$ cat config.mk
export PLATFORM = sky130hd
export DESIGN_NAME = shape_processor_ctrl_bank
export DESIGN_NICKNAME = d
export VERILOG_FILES = /design/src/rtl/shape_processor_ctrl_bank.sv
export SDC_FILE = /design/constraint.sdc
export NUM_CORES = 1
export LEC_CHECK = 0
export BUFFER_PORTS_ARGS = -buffer_cell sky130_fd_sc_hd__buf_4
export CAP_MARGIN = 20
export CORE_MARGIN = 4
export CORE_UTILIZATION = 40
export CTS_CLUSTER_DIAMETER = 200
export CTS_CLUSTER_SIZE = 28
export DETAILED_ROUTE_END_ITERATION = 8
export SYNTH_ARGS = -nofsm -noshare
export SYNTH_HDL_FRONTEND = slang
export SYNTH_SLANG_ARGS = --single-unit
export TNS_END_PERCENT = 30
$ cat constraint.sdc
create_clock -name clk -period 3.7 [get_ports clk]
set_input_delay 0.185 -clock clk [delete_from_list [all_inputs] [get_ports clk]]
set_output_delay 0.185 -clock clk [all_outputs]
set_load 0.03 [all_outputs]
$ cat src/rtl/shape_processor_ctrl_bank.sv
// rtl/shape_processor_ctrl_bank.sv - multi-channel CTRL register bank with queued, validated writes
module shape_processor_ctrl_bank #(
    parameter int NUM_CHANNELS  = 4,
    parameter int FIFO_DEPTH    = 4,
    parameter int ERR_CNT_WIDTH = 8,
    localparam int CW = (NUM_CHANNELS > 1) ? $clog2(NUM_CHANNELS) : 1
) (
    input  logic                      clk,
    input  logic                      rst_n,
    input  logic                      write_valid,
    output logic                      write_ready,
    input  logic [CW-1:0]             write_channel,
    input  logic [31:0]               write_data,
    input  logic                      apply_hold,
    input  logic [CW-1:0]             read_channel,
    output logic [31:0]               read_data,
    output logic [2*NUM_CHANNELS-1:0] ctrl_shape,
    output logic [6*NUM_CHANNELS-1:0] ctrl_operation,
    output logic [NUM_CHANNELS-1:0]   update_pulse,
    output logic [ERR_CNT_WIDTH-1:0]  err_count,
    input  logic                      err_clear,
    output logic                      busy
);
    localparam int AW = $clog2(FIFO_DEPTH);
    localparam int EW = CW + 8;

    localparam logic [1:0] SHAPE_RECT = 2'b01;
    localparam logic [1:0] SHAPE_TRI  = 2'b10;
    localparam logic [1:0] SHAPE_KEEP = 2'b11;
    localparam logic [5:0] OP_PERIM   = 6'h00;
    localparam logic [5:0] OP_AREA    = 6'h01;
    localparam logic [5:0] OP_SQUARE  = 6'h10;
    localparam logic [5:0] OP_EQUI    = 6'h20;
    localparam logic [5:0] OP_ISO     = 6'h21;
    localparam logic [5:0] OP_KEEP    = 6'h3F;

    logic [EW-1:0]             mem [FIFO_DEPTH];
    logic [AW:0]               wr_ptr, rd_ptr;
    logic                      empty, full, push, pop;
    logic [CW-1:0]             head_ch, head_idx, rd_idx;
    logic [1:0]                head_shape, cur_shape, res_shape;
    logic [5:0]                head_op, cur_op, res_op;
    logic                      ch_ok, op_ok, combo_ok, commit, discard, rd_ok;
    logic [2*NUM_CHANNELS-1:0] shape_q;
    logic [6*NUM_CHANNELS-1:0] op_q;
    logic [NUM_CHANNELS-1:0]   pulse_q;
    logic [ERR_CNT_WIDTH-1:0]  err_q;
    logic                      unused_bits;

    assign unused_bits = ^{write_data[31:18], write_data[15:6]};

    // Extra pointer bit distinguishes full from empty when the indices match.
    assign empty       = (wr_ptr == rd_ptr);
    assign full        = (wr_ptr[AW] != rd_ptr[AW]) && (wr_ptr[AW-1:0] == rd_ptr[AW-1:0]);
    assign push        = write_valid && !full;
    assign pop         = !empty && !apply_hold;
    assign write_ready = !full;
    assign busy        = !empty;

    assign {head_ch, head_shape, head_op} = mem[rd_ptr[AW-1:0]];

    always_ff @(posedge clk) begin
        if (push) begin
            mem[wr_ptr[AW-1:0]] <= {write_channel, write_data[17:16], write_data[5:0]};
        end
    end

    always_ff @(posedge clk or negedge rst_n) begin
        if (!rst_n) begin
            wr_ptr <= '0;
            rd_ptr <= '0;
        end else begin
            if (push) wr_ptr <= wr_ptr + (AW+1)'(1);
            if (pop)  rd_ptr <= rd_ptr + (AW+1)'(1);
        end
    end

    // Head entry is resolved against the live committed state of its channel.
    always_comb begin
        ch_ok     = 32'(head_ch) < NUM_CHANNELS;
        head_idx  = ch_ok ? head_ch : '0;
        cur_shape = shape_q[2*head_idx +: 2];
        cur_op    = op_q[6*head_idx +: 6];
        case (head_op)
            OP_PERIM, OP_AREA, OP_SQUARE, OP_EQUI, OP_ISO, OP_KEEP: op_ok = 1'b1;
            default:                                                op_ok = 1'b0;
        endcase
        res_shape = (head_shape == SHAPE_KEEP) ? cur_shape : head_shape;
        res_op    = (head_op == OP_KEEP) ? cur_op : head_op;
        case (res_op)
            OP_PERIM, OP_AREA: combo_ok = 1'b1;
            OP_SQUARE:         combo_ok = (res_shape == SHAPE_RECT);
            OP_EQUI, OP_ISO:   combo_ok = (res_shape == SHAPE_TRI);
            default:           combo_ok = 1'b0;
        endcase
        commit  = pop && ch_ok && (head_shape != 2'b00) && op_ok && combo_ok;
        discard = pop && !commit;
    end

    always_ff @(posedge clk or negedge rst_n) begin
        if (!rst_n) begin
            shape_q <= {NUM_CHANNELS{SHAPE_RECT}};
            op_q    <= '0;
            pulse_q <= '0;
        end else begin
            pulse_q <= '0;
            if (commit) begin
                shape_q[2*head_idx +: 2] <= res_shape;
                op_q[6*head_idx +: 6]    <= res_op;
                pulse_q[head_idx]        <= 1'b1;
            end
        end
    end

    always_ff @(posedge clk or negedge rst_n) begin
        if (!rst_n) begin
            err_q <= '0;
        end else if (err_clear) begin
            err_q <= '0;
        end else if (discard && (err_q != '1)) begin
            err_q <= err_q + ERR_CNT_WIDTH'(1);
        end
    end

    always_comb begin
        rd_ok     = 32'(read_channel) < NUM_CHANNELS;
        rd_idx    = rd_ok ? read_channel : '0;
        read_data = '0;
        if (rd_ok) begin
            read_data[17:16] = shape_q[2*rd_idx +: 2];
            read_data[5:0]   = op_q[6*rd_idx +: 6];
        end
    end

    assign ctrl_shape     = shape_q;
    assign ctrl_operation = op_q;
    assign update_pulse   = pulse_q;
    assign err_count      = err_q;

endmodule
# Word-level counts from Yosys, hierarchy flattened
# Memories as Yosys holds them, arrays and structs flattened.
# Index checks and enable logic that the tools add are counted.
op_classes:
  addsub: 5
  n_mul: 2
  n_lt_le_gt_ge: 2
  eq_ne: 16
  shift: 8
  mux: 13
  n_reduce_logical: 20
op_table:
  columns: ["operator", "n"]
  rows:
  - ["$shiftx 24x6->6", 2]
  - ["$neg 3->34", 1]
  - ["$neg 5->34", 1]
  - ["$shift 2x34->8 const A", 1]
  - ["$shift 6x34->24 const A", 1]
  - ["$shiftx 2x34->8", 1]
  - ["$shiftx 6x34->24", 1]
  - ["$eq 6x6->1 const B", 5]
  - ["$bwmux 24", 1]
  - ["$mux 8", 2]
  - ["$shiftx 8x4->2", 2]
  - ["$eq 6x1->1 const B", 2]
  - ["$eq 6x5->1 const B", 2]
  - ["$logic_not 6->1", 2]
  - ["$logic_and 1x1->1", 9]
  - ["$add 8x1->8 const B", 1]
  - ["$bwmux 8", 1]
  - ["$mul 2x2->4 const A", 2]
  - ["$ne 8x8->1 const B", 1]
  - ["$add 3x1->3 const B", 2]
  - ["$mux 6", 1]
  - ["$reduce_or 6->1", 1]
  - ["$eq 2x2->1 const B", 2]
  - ["$logic_not 1->1", 4]
  - ["other kinds (13)", 18]
word_totals:
  regBits: 50
  ram_bits: 40
  in_bits: 41
  output_inout_bits: 78
  elab_cells: 73
  memories: 1
mem_list:
  columns: ["name", "depth", "word_bits", "rd", "rd_ports_with_merged_regs", "wr", "line", "rtl"]
  rows:
  - ["mem", 4, 10, 1, 0, 1, "37", "logic [EW-1:0] mem [FIFO_DEPTH];"]

# Logic depth before layout (Yosys ltp)
# Gate-level depths: netlist of the first run.
# An unclocked memory read counts as a cell.
depth:
  ltp_word: 13
  depth_mapped: 11
  ltp_nobuf: 8

# Worst setup path after synthesis of the first run
# OpenSTA, ideal clock, no wires.
synth_timing:
  path_kind: "register to register"
  startpoint: "reg rd_ptr[0]"
  endpoint: "reg op_q[10], in the netlist ctrl_operation[10]"
  setup_ns: 0.127
  arrival_ns: 2.664
  required_ns: 3.573
  path_slack_ns: 0.908
  stages_incl_launch_ff: 11
  n_path_buf: 2
  synth_period_minus_slack_ns: 2.792
  cell_sequence: "dfrtp_1 > mux4_2 > buf_4 > mux2_4 > o221ai_2 > nor2b_1 > o21ai_2 > a21oi_4 > and2_1 > buf_6 > mux2_1"
synth_between:
  elab_chain_cells: 8
  elab_cells_between_ends: 36
  cone_classes: "1 x add/sub; 1 x mul; 13 x eq/ne; 4 x shift; 5 x mux; 11 x reduce/logical; 1 x memory"
synth_rtl:
  columns: ["element", "line", "rtl"]
  rows:
  - ["start, declared", "38", "logic [AW:0] wr_ptr, rd_ptr;"]
  - ["start signal, assigned", "74", "if (pop) rd_ptr <= rd_ptr + (AW+1)'(1);"]
  - ["$mem_v2 4x10", null, null]
  - ["$mul 2x2->4", "83, 109", null]
  - ["$shiftx 24x6->6", "83", "cur_op = op_q[6*head_idx +: 6];"]
  - ["$mux 6", "89", "res_op = (head_op == OP_KEEP) ? cur_op : head_op;"]
  - ["$eq 6x6->1 (tied with other cells)", "90", "case (res_op)"]
  - ["$reduce_or 2->1", "90", null]
  - ["$pmux 1 s3", "90", null]
  - ["$logic_and 1x1->1", "96", "commit = pop && ch_ok && (head_shape != 2'b00) && op_ok && combo_ok;"]
  - ["end signal, assigned by index", "109", "op_q[6*head_idx +: 6] <= res_op;"]
  - ["end, declared", "45", "logic [6*NUM_CHANNELS-1:0] op_q;"]
# Several ways; a longest one is shown, not always the timed one.
# A chain may end at the register's enable or synchronous reset.

# Final worst setup path of the first run
layout_timing:
  startpoint: "reg rd_ptr[0]"
  endpoint: "reg shape_q[3], in the netlist ctrl_shape[3]"
layout_between:
  elab_chain_cells: 8
  elab_cells_between_ends: 36
  cone_classes: "1 x add/sub; 1 x mul; 13 x eq/ne; 4 x shift; 5 x mux; 11 x reduce/logical; 1 x memory"
layout_rtl:
  columns: ["element", "line", "rtl"]
  rows:
  - ["$mem_v2 4x10", null, null]
  - ["$mul 2x2->4", "83", null]
  - ["$shiftx 24x6->6", "83", null]
  - ["$mux 6", "89", null]
  - ["$eq 6x6->1 (tied with other cells)", "90", null]
  - ["$reduce_or 2->1", "90", null]
  - ["$pmux 1 s3", "90", null]
  - ["$logic_and 1x1->1", "96", null]
  - ["end signal, assigned", "102", "shape_q <= {NUM_CHANNELS{SHAPE_RECT}};"]
  - ["end signal, assigned by index", "108", "shape_q[2*head_idx +: 2] <= res_shape;"]
  - ["end, declared", "44", "logic [2*NUM_CHANNELS-1:0] shape_q;"]
# Several ways; a longest one is shown, not always the timed one.

==> flow_summary.yaml, run 1 <==
sta:
  slew_headroom_pct: 56.0
  fin_crit_ps: 3310
  hold_viol: 0
  setup-tns-final_ps: 0
  fin_crit_sh_pct: 89.6
  setup_violations: 0
  tightestPinTransition_ps: 660
  rsz0062_at_grt: "false"
  max_freq_mhz: 302
  drv_slew: 0
  final.setup_skew_ps: 8.78
  holdWs_ps: 42.2
layout:
  fin_nets: 456
  fin_cells: 549
  syn_to_final_growth_pct: 20.3
  layout-drive-gt1-share_pct: 33.7
  diodes: 0
  design_area_um2: 5400
critical_path:
  worst_ep_arrival_time_ps: 3540
  cp_data_required_time_ps: 3930
  startpoint_type: "flop"
  r2r_setup_slack_ps: 390
  crit_type: "flop to flop"
  path_max_fanout: 13
  endpoint_kind: "flop"
cts:
  cts_root_buf: "clkbuf_16"
  cts_sinks: 90
  cts_buffers: 9
  insertion_delay_ps: 340
  clockBufferDepth: 2
  cts_tree: "done"
  cts_resized: 0
  htree_levels: 3
  path_clk_slew_ps: 70
logic_synthesis:
  ys.flop_type: "dfrtp_1"
  synth_cells: 323
  ys_warn_count: 0
  async_flop_share_pct: 55.6
  avgSynthCellArea_um2: 13.9
  synth_most_common_cell: "dfrtp_1"
  ys_ff_latch: 90
  synthDominantCellAreaShare_pct: 26.8
  synth_cell_types: 44
  synth_top_cell_by_area: "edfxtp_1"
  netlist_top_cells_count: "dfrtp_1, edfxtp_1, buf_4"
  synth-seq-area-share_pct: 54.7
  netlist_area_um2: 4490
  synth_area_leaders: "edfxtp_1, dfrtp_1, mux4_2"
  synth-edff-count: 40
global_routing:
  grt_max_degree: 51
  grt_overflow: 0
  grt_pass1_vias: 2831
  gr-usage-all-layers_pct: 15.2
  grt_pass1_wl_um: 15200
  antenna_found_initial: 0
detailed_routing:
  drt-vias-per-instance: 4.98
  drt-wirelength-per-cell_um: 16.8
  drt_iter0_markers: 77
  drt-pass1-iter-count: 4
  via_count: 2736
  drc: 0
  finalWirelength_um: 9220
  antenna_left: 0
die:
  core_um2: 10900
  start_util_pct: 41.1
  die_h_um: 114
  io_pins: 119
  die_x_um: 114
  die_area_um2: 13000
  num_rows: 38
power_and_ir_drop:
  finalPower_mw: 3.52
  leakage_nw: 2.41
  ir_worst_vdd_mv: 0.679
  p_per_area_nw_per_um2: 652
placed_design:
  gp_congestion: 0.746
  place_inst: 532
  placed_cell_area_um2: 5100
  dp_hpwl_um: 6650
  io_buffers: 70
hold_path:
  holdCritPathClass: "primary input to flop"
outcome:
  status: "completed"
job:
  cap_viol_max_count: 0
[cells in the final DEF (no fill, tap or decap), types with 11 or more instances in the layout]
cell,n
nor2_1,21
ha_1,11
nor2b_1,12
mux2i_1,13
nand2_1,11
mux2_1,21
edfxtp_1,40
mux4_2,20
dfrtp_1,46
buf_4,82
conb_1,24
[kinds of logic (layout without fill, tap and decap cells)]
logic type | Yosys count | in the layout | share of synthesized area, %
muxes | 59 | 59 | 19.6
and+or+nand+nor | 87 | 87 | 10.5
xor gates and xnor gates | 7 | 7 | 1.37
buffers and inverters | 40 | 103 | 6.35
adders and majority gates | 11 | 11 | 3.07
other | 1 | 24 | 0.0835
DFF | 90 | 90 | 54.7
AOI/OAI and AO/OA | 28 | 28 | 4.26
[power by group]
| group | leakage, nW | total, mW | internal [mW] | switching [mW] |
|---|---|---|---|---|
| Combinational | 1.23 | 1.32 | 0.539 | 0.779 |
| Sequential | 1.04 | 1.30 | 1.21 | 0.0990 |
| Clock | 0.146 | 0.899 | 0.476 | 0.424 |
| Total | 2.41 | 3.52 | 2.22 | 1.30 |
[stage by stage]
| stage | utilization [%] | worst slack, ps |
|---|---|---|
| after floorplan | - | 908 |
| after global placement | 46.6 | 398 |
| after detailed placement | 46.6 | 376 |
| after CTS | 49.4 | 350 |
| after global routing | 49.4 | 142 |
| final | 49.4 | 385 |
[sequential cells by signal (all words and copies together), names as in the netlist]
name / cells
ctrl_shape: 8
update_pulse: 4
mem: 40
ctrl_operation: 24
err_count: 8
wr_ptr: 3
rd_ptr: 3
[final cells by class]
class / count / area (um2)
clock buffer: 9 / 225
clock inverter: 7 / 71.3
fill: 990 / 5530
inverter: 4 / 15.0
multi-input combinational: 216 / 1830
sequential: 90 / 2460
tap: 140 / 175
timing repair buffer: 83 / 626
[worst max-delay path: stages (launching register included)]
cell	delay, ps
dfrtp_1	590
mux4_2	650
buf_4	250
mux2i_1	190
mux2i_1	130
o21ai_2	250
nand4b_1	190
a21oi_4	190
and2_1	400
mux2_1	360
[routing by layer]
metal	GRT usage, %	share of wire [%]
met5	0	0
met4	4.99	1.6
met3	3.24	5.1
met2	24.6	48
met1	20.5	45
[final timing paths]
kind	from	endpoint	cells past startpoint
setup / recovery	rd_ptr[0]	ctrl_shape[3]	9
setup reg to reg	rd_ptr[0]	ctrl_shape[3]	9
max in group asynchronous	rst_n	ctrl_operation[2]	2
hold / removal	write_data[16]	mem[2][6]	1
min in group asynchronous	rst_n	wr_ptr[1]	2
hold reg to reg	wr_ptr[2]	wr_ptr[2]	1
[what timing repair did]
item / 4_1_cts / 5_1_grt
setup endpoints to repair: 0 / 0
buffers inserted: 0 / 0
hold endpoints to repair: 46 / 0
hold buffers: 1 / 0
No activity file was read; power rests on OpenSTA's default activity.
==> run 2: changes to the inputs <==
- ABC_AREA: default -> 1
==> run 2 against run 1 <==
  * Core utilization is 0.95 points lower
  * Combinational power is 65% higher
  * Non-clock buffer count is 3 lower
  * First-iteration DRC count grew to 2.7 times the previous value
  * Wire length is 26% higher
  * Die area is 9.6% higher
  * Maximum frequency is 6.5% higher
  * Power is 26% higher
  * Sequential cell count stayed put
  * Setup slack better by 200 ps
==> flow_summary.yaml, run 2 <==
outcome:
  status: "completed"
layout:
  layout_commonest_cell: "nand2_1"
  fin_nets: 710
  design_area_um2: 5840
  fin_cells: 831
  fillers: 1179
  final_util_pct: 48.5
  seq_area_um2: 2460
  syn_to_final_growth_pct: 18.0
  layout-drive-gt1-share_pct: 19.3
  largest_register_ffs: 40
  final_cell_mix: "nand2_1, buf_4, nand3_1"
  multi_input_area_um2: 2060
  diodes: 0
die:
  start_util_pct: 41.1
  core_um2: 12100
  die_area_um2: 14200
  die_x_um: 119
  num_rows: 40
  die_h_um: 119
  io_pins: 119
job:
  cap_viol_max_count: 0
logic_synthesis:
  avgSynthCellArea_um2: 8.46
  synth-edff-count: 40
  async_flop_share_pct: 55.6
  synth-seq-area-share_pct: 49.6
  synth_cell_types: 33
  synth_area_leaders: "edfxtp_1, dfrtp_1, nand2_1"
  synth_fa_ha_area_share_pct: 2.78
  ys_ff_latch: 90
  synthDominantCellAreaShare_pct: 24.2
  synth_top_family_by_area: "simple AND/OR/NAND/NOR gates"
  synthXorXnorAreaFrac_pct: 2.12
  netlist_top_cells_count: "nand2_1, nand3_1, inv_1"
  muxShareOfSynthArea_pct: 0
  synth_top_cell_by_area: "edfxtp_1"
  synth_most_common_cell: "nand2_1"
  synth_cells: 586
  ys.flop_type: "dfrtp_1"
  ys_warn_count: 0
  synth_compound_area_share_pct: 4.09
  yosys.area_share.simple_pct: 30.8
  netlist_area_um2: 4950
cts:
  clockBufferDepth: 2
  cts_sinks: 90
  cts_hold_buf: 1
  cts_resized: 0
  cts_root_buf: "clkbuf_16"
  path_clk_slew_ps: 60
  cts_buffers: 9
  insertion_delay_ps: 340
  htree_levels: 3
  post_cts_buffers: 0
  cts_tree: "done"
detailed_routing:
  antenna_left: 0
  finalWirelength_um: 11600
  drt-wirelength-per-cell_um: 14.0
  drc: 0
  via_count: 4038
  drt_iter0_markers: 210
  drt-pass1-iter-count: 4
  drt-vias-per-instance: 4.86
sta:
  fin_ws_ps: 588
  fin_crit_ps: 3110
  holdWs_ps: 39.4
  rsz0062_at_grt: "false"
  fin_crit_sh_pct: 84.1
  slew_headroom_pct: 55.5
  tightestPinTransition_ps: 667
  setup-tns-final_ps: 0
  drv_slew: 0
  final.setup_skew_ps: 6.38
  setup_violations: 0
  hold_viol: 0
  max_freq_mhz: 321
critical_path:
  crit_type: "flop to flop"
  cp-startpoint: "rd_ptr[0]"
  endpoint_kind: "flop"
  worst_ep_arrival_time_ps: 3340
  reg2reg_from: "rd_ptr[0]"
  cp_data_required_time_ps: 3930
  r2r_setup_slack_ps: 590
  startpoint_type: "flop"
  path_max_fanout: 15
global_routing:
  grtUsageMet1_pct: 22.7
  grt_pass1_vias: 3781
  gr-usage-all-layers_pct: 16.8
  grt_busiest_layer: "met2"
  grt_overflow: 0
  grt_max_degree: 51
  antenna_found_initial: 0
  grt_pass1_wl_um: 19000
  grt_use_met3_pct: 3.85
  met2_usage_pct: 26.3
power_and_ir_drop:
  ir_worst_vdd_mv: 0.390
  finalPower_mw: 4.44
  leakage_nw: 2.88
  p_per_area_nw_per_um2: 760
placed_design:
  dp_hpwl_um: 8480
  gp_congestion: 0.858
  place_ws_ps: 633
  place_inst: 814
  io_buffers: 70
  placed_cell_area_um2: 5540
hold_path:
  holdCritPathClass: "primary input to flop"
  min_from: "write_data[0]"
==> run 2: cell count changes in the layout (fill, tap and decap cells not counted), sizes merged, moves of 12 or more <==
cell / previous run / this run
nand2: 12 / 188
nand3: 3 / 71
inv: 8 / 59
nor2: 21 / 57
mux2: 26 / 0
mux4: 20 / 0
mux2i: 13 / 0
nor2b: 12 / 0
==> run 2: area by class of cell <==
cell class                      instances  area share [%]
Clock buffer                            9            3.85
Multi-Input combinational cell        419            35.2
Timing Repair Buffer                   80            10.3
Inverter                               58            3.77
Sequential cell                        90            42.0
Tap cell                              168            3.60
Clock inverter                          7            1.18
==> run 2: cells by family (layout without fill, tap and decap cells) <==
logic type | count (synthesis) | after routing
compound gates | 38 | 38
fa+ha+maj | 11 | 11
xor+xnor | 12 | 12
flops | 90 | 90
buf+inv | 100 | 154
other cells | 1 | 24
simple gates | 334 | 334
==> run 2: worst paths after layout <==
kind | end | cells after the start
max | ctrl_operation[6] | 17
min | mem[1][0] | 1
max reg2reg | ctrl_operation[6] | 17
min reg2reg | ctrl_shape[4] | 2
max in group asynchronous | ctrl_operation[4] | 2
min in group asynchronous | ctrl_operation[8] | 2
==> run 2: report_power, final <==
group | switching, mW | internal, mW | total, mW
combinational | 1.51 | 0.665 | 2.18
sequential | 0.128 | 1.24 | 1.37
clock | 0.374 | 0.522 | 0.896
==> run 2: worst max-delay path, stage by stage (launching register included) <==
cell and delay (ps):
dfrtp_1 660, inv_2 80, nand2_1 90, nand3_2 220, nand2_2 290, inv_1 230
nand2_1 110, nand2_1 50, nand2_1 50, nand2_1 70, nand2_1 70, nand2_1 70
o21ai_1 160, nand3_4 310, inv_2 200, nand2_1 170, nand2_1 100, nand2_1 50
==> run 2: metal layers <==
layer | vias up | wire length, um
met5 | - | 0
met4 | 0 | 172
met3 | 13 | 752
met2 | 123 | 5240
met1 | 1911 | 5450
li1 | 1991 | -
